===== src/rtl/counter_pkg.sv =====
// Shared constants for the advanced event counter: terminal-count modes and FSM states.
package counter_pkg;

    localparam logic [1:0] MODE_WRAP    = 2'b00;
    localparam logic [1:0] MODE_ONESHOT = 2'b01;
    localparam logic [1:0] MODE_RELOAD  = 2'b10;

    typedef enum logic {
        ST_RUN  = 1'b0,
        ST_DONE = 1'b1
    } state_e;

endpackage


===== src/rtl/inc_edge_sync.sv =====
// Synchroniser chain plus rising-edge detector for a slow asynchronous pulse input.
// All flops reset to 1 so a level held through reset never looks like a rising edge.
module inc_edge_sync #(
    parameter int unsigned STAGES = 2
) (
    input  logic clk_i,
    input  logic reset_i,
    input  logic inc_i,
    output logic evt_o
);

    logic [STAGES-1:0] sync_q;
    logic              dly_q;

    always_ff @(posedge clk_i) begin
        if (reset_i) begin
            sync_q <= '1;
            dly_q  <= 1'b1;
        end else begin
            sync_q[0] <= inc_i;
            for (int i = 1; i < int'(STAGES); i++) begin
                sync_q[i] <= sync_q[i-1];
            end
            dly_q <= sync_q[STAGES-1];
        end
    end

    assign evt_o = sync_q[STAGES-1] & ~dly_q;

endmodule


===== src/rtl/advanced_counter_n.sv =====
// Cascadable up/down event counter with modulo limit, parallel load and
// wrap / one-shot / auto-reload terminal-count behaviour.
module advanced_counter_n
    import counter_pkg::*;
#(
    parameter int unsigned WIDTH       = 4,
    parameter int unsigned SYNC_STAGES = 2
) (
    input  logic             clk,
    input  logic             reset,
    input  logic             inc,
    input  logic             up_down_sel,
    input  logic             carry_en,
    input  logic             carry_in,
    input  logic             max_en,
    input  logic [WIDTH-1:0] max_val,
    input  logic [1:0]       mode,
    input  logic             load,
    input  logic [WIDTH-1:0] load_val,
    output logic [WIDTH-1:0] cnt_out,
    output logic             carry_out,
    output logic             tc,
    output logic             done
);

    logic [WIDTH-1:0] cnt_q, cnt_d;
    logic [WIDTH-1:0] limit;
    state_e           state_q, state_d;
    logic             evt;
    logic             step;
    logic             terminal;

    inc_edge_sync #(
        .STAGES (SYNC_STAGES)
    ) u_inc_edge_sync (
        .clk_i   (clk),
        .reset_i (reset),
        .inc_i   (inc),
        .evt_o   (evt)
    );

    always_comb begin
        limit    = max_en ? max_val : '1;
        step     = evt & (carry_en ? carry_in : 1'b1) & (state_q == ST_RUN);
        // Up: anything at or above the limit is terminal, which covers a lowered max_val.
        terminal = up_down_sel ? (cnt_q == '0) : (cnt_q >= limit);
    end

    always_ff @(posedge clk) begin
        if (reset) begin
            state_q <= ST_RUN;
            cnt_q   <= '0;
        end else begin
            state_q <= state_d;
            cnt_q   <= cnt_d;
        end
    end

    always_comb begin
        state_d = state_q;
        if (load) begin
            state_d = ST_RUN;
        end else begin
            case (state_q)
                ST_RUN:  if (step && terminal && mode == MODE_ONESHOT) state_d = ST_DONE;
                ST_DONE: if (mode != MODE_ONESHOT) state_d = ST_RUN;
                default: state_d = ST_RUN;
            endcase
        end
    end

    always_comb begin
        cnt_d = cnt_q;
        if (load) begin
            cnt_d = load_val;
        end else if (step) begin
            if (terminal) begin
                case (mode)
                    MODE_RELOAD:  cnt_d = load_val;
                    MODE_ONESHOT: cnt_d = cnt_q;
                    default:      cnt_d = up_down_sel ? limit : '0;
                endcase
            end else if (up_down_sel) begin
                // Down count above a lowered limit snaps to the limit without a carry.
                cnt_d = (cnt_q > limit) ? limit : cnt_q - 1'b1;
            end else begin
                cnt_d = cnt_q + 1'b1;
            end
        end
    end

    always_comb begin
        cnt_out   = cnt_q;
        carry_out = step & terminal & ~load;
        tc        = up_down_sel ? (cnt_q == '0) : (cnt_q == limit);
        done      = (state_q == ST_DONE);
    end

endmodule


===== config.mk =====
export PLATFORM = sky130hd
export DESIGN_NAME = advanced_counter_n
export DESIGN_NICKNAME = d
export VERILOG_FILES = /design/src/rtl/counter_pkg.sv /design/src/rtl/inc_edge_sync.sv /design/src/rtl/advanced_counter_n.sv
export SDC_FILE = /design/constraint.sdc
export NUM_CORES = 1
export LEC_CHECK = 0
export CAP_MARGIN = 20
export CORE_MARGIN = 2
export CORE_UTILIZATION = 50
export CTS_CLUSTER_DIAMETER = 40
export DETAILED_ROUTE_END_ITERATION = 6
export HOLD_SLACK_MARGIN = 0.15
export MAX_ROUTING_LAYER = met4
export PLACE_DENSITY_LB_ADDON = 0.2
export SLEW_MARGIN = 20
export SYNTH_ARGS = -nofsm -noshare
export SYNTH_HDL_FRONTEND = slang
export SYNTH_SLANG_ARGS = --single-unit

===== constraint.sdc =====
create_clock -name clk -period 5.82 [get_ports clk]
set_input_delay 1.164 -clock clk [delete_from_list [all_inputs] [get_ports clk]]
set_output_delay 1.164 -clock clk [all_outputs]
set_load 0.005 [all_outputs]

==> flow_summary.json <==
{
  "hold_buffers": 0,
  "worstPathCellList": "clkdlybuf4s50_1 > or2b_1 > inv_1 > ha_1 > a311o_1 > a41oi_4 > nor2_1 > nand2_1 > nor2_1 > clkdlybuf4s50_1",
  "synthSimpleGateAreaFrac": 0.362,
  "gr-usage-all-layers": 0.224,
  "std_cell_rows": 16,
  "ys_ff_latch": 8,
  "finalHoldViolations": 0,
  "die_y_um": 48.9,
  "pwr-share-seq": 0.338,
  "yosysSeqAreaShare": 0.159,
  "end_kind": "primary output",
  "synthTopCellsByArea": "dfxtp_1 (16%), ha_1 (5.0%), nor2b_1 (4.3%)",
  "cts.sinks": 8,
  "synth-main-ff-cell": "dfxtp_1",
  "worst_pin_slew_ps": 622,
  "synthMuxAreaShare": 0.0211,
  "power.density_mw_per_mm2": 149,
  "first_pass_iters": 4,
  "skew_ps": 8.03,
  "place_ws_ps": 823,
  "synth_area_sq_mm": 0.00101,
  "grt_pass1_vias": 913,
  "outcome": "finished, final reports clean",
  "synth_top_area_cell": "dfxtp_1",
  "area_growth_pct": 25.9,
  "worstPathMaxFanout": 9,
  "slowest_delay_ps": 560,
  "io_pins": 25,
  "drc": 0,
  "synth_edf_count": 0,
  "setup_viol": 0,
  "diodes": 0,
  "clk_pin_slew_ps": 50,
  "hp-class": "reg2reg",
  "synthCells": 125,
  "drtIter0Drc": 20,
  "place_congestion": 0.904,
  "synth_top_area_share": 0.159,
  "grt_max_degree": 13,
  "finalCriticalPeriod_ps": 5020,
  "nets": 169,
  "routedWlPerCell_um": 14.6,
  "rsz0062_at_grt": "no",
  "final_max_slew_viol_count": 0,
  "grt_pass1_wl_um": 4140,
  "cts_tree": "built",
  "synth_fa_ha_area_frac": 0.0496,
  "syn_nets": 147,
  "slowest_stage": "clkdlybuf4s50_1",
  "cp_num_buf_inv": 3,
  "cp.required_ps": 4660,
  "synth_commonest_cells": "nand2_1 (9), dfxtp_1 (8), inv_1 (7), nor2_1 (7), nor2b_1 (7)",
  "p_leak_uw": 0.000460,
  "port_buffers": 24,
  "instances_no_fill": 172,
  "core_sq_mm": 0.00194,
  "synth-xor-area-share": 0.0620,
  "fillerInstances": 178,
  "ys_async_sr_fraction": 0,
  "wl_um": 2520,
  "drive_above_1_share": 0.124,
  "synth_most_common_cell": "nand2_1",
  "yosysWarnings": 0,
  "syn_avg_cell_area_sq_um": 8.08,
  "crit_family": "buffers and inverters",
  "cellInternalPower_uw": 123,
  "vias": 1050,
  "fmax_mhz": 199,
  "postCtsSetupBuffers": 0,
  "path_class": "in2out",
  "cts_resized": 0,
  "die_w_um": 48.9,
  "p_sw_frac": 0.349,
  "tns_ps": 0,
  "synth_compound_area_frac": 0.286,
  "period_share": 0.862,
  "startpoint_type": "primary input",
  "cts_max_level": 1,
  "die_area_sq_mm": 0.00240,
  "pwr-share-comb": 0.446,
  "antenna_found_initial": 0,
  "grt_overflow": 0,
  "cts-root-buf": "clkbuf_4",
  "clock_latency_ps": 250,
  "start_util": 0.520,
  "p_switching_uw": 65.8,
  "ir_worst_vdd_v": 0.000165,
  "ant_nets": 0,
  "synth_cell_types": 54,
  "cts_made_buffers": 3,
  "clockPowerShare": 0.216,
  "slew_headroom": 0.585,
  "clk_path_buf_depth": 2,
  "synth_top_family_by_area": "simple AND/OR/NAND/NOR gates",
  "design_area_sq_mm": 0.00127,
  "max_cap_viol_count": 0,
  "placed_area_sq_mm": 0.00125,
  "post-place-cells": 169,
  "vias_per_cell": 6.10,
  "setup_ws_ps": 804,
  "hpwlAfterDp_um": 2000,
  "worstPathArrival_ps": 3850
}
## through the flow
| stage | power, uW | util | hold WS (ps) |
|---|---|---|---|
| 2_1_floorplan | 120 | - | 389 |
| 4_1_cts | 189 | 0.655 | 423 |
| 6_report | 189 | 0.655 | 421 |
| 3_3_place_gp | 146 | 0.643 | 401 |
| 5_1_grt | 202 | 0.655 | 426 |
| 3_5_place_dp | 148 | 0.643 | 410 |
## flip-flops by register name, indices dropped and copies added (netlist names)
register,flops
u_inc_edge_sync.dly_q,1
u_inc_edge_sync.sync_q,2
done,1
cnt_out,4
## cell type report
type / instances / area [sq um] / area share
multi-input combinational: 103 / 788 / 0.620
clock buffer: 3 / 22.5 / 0.0177
inverter: 7 / 26.3 / 0.0207
tap: 27 / 33.8 / 0.0266
sequential: 8 / 160 / 0.126
timing repair buffer: 24 / 240 / 0.189
## path summary, 6_finish.rpt
check / startpoint / slack (ps) / cells past startpoint / endpoint
worst max register to register: cnt_out[1] / 3450 / 7 / cnt_out[0]
worst min register to register: u_inc_edge_sync.sync_q[0] / 420 / 1 / u_inc_edge_sync.sync_q[1]
worst max-delay path: max_en / 800 / 10 / carry_out
worst min-delay path: u_inc_edge_sync.sync_q[0] / 420 / 1 / u_inc_edge_sync.sync_q[1]
## cell usage in the layout (no fill, tap or decap), drive strengths merged, types with 3 or more instances in the layout
cell type and instances:
ha 4, nor2 7, or2 5, o31ai 3
dfxtp 8, nor2b 9, nor3 3, o21ai 6
clkbuf 3, nand2 9, clkdlybuf4s50 24, nor4 3
a21oi 5, a31oi 3, nand4 4, a22oi 5
inv 7, xnor2 3
## power groups by stage
stage,combinational (uW),clock (uW),sequential [uW]
2_1_floorplan,57.4,0,62.5
3_3_place_gp,81.1,0,64.6
3_5_place_dp,83.1,0,64.9
4_1_cts,83.5,41.5,63.8
5_1_grt,92.2,45.0,64.5
6_report,84.2,40.8,63.8
## cells by family (layout without fill, tap and decap cells)
kind of cell | count (synthesis) | after routing
AOI/OAI and AO/OA | 36 | 36
xor gates and xnor gates | 5 | 5
adders and majority gates | 4 | 4
buffers and inverters | 14 | 34
DFF | 8 | 8
muxes | 2 | 2
and+or+nand+nor | 56 | 56
## routing by layer
layer  track usage  wire (um)  part of all wire
met1         0.304       1090              0.43
met2         0.349       1170              0.46
met3        0.0613        255              0.10
met4       0.00952          0                 0
met5             -          0                 0
Note: power is estimated with default switching activity, not from simulation.
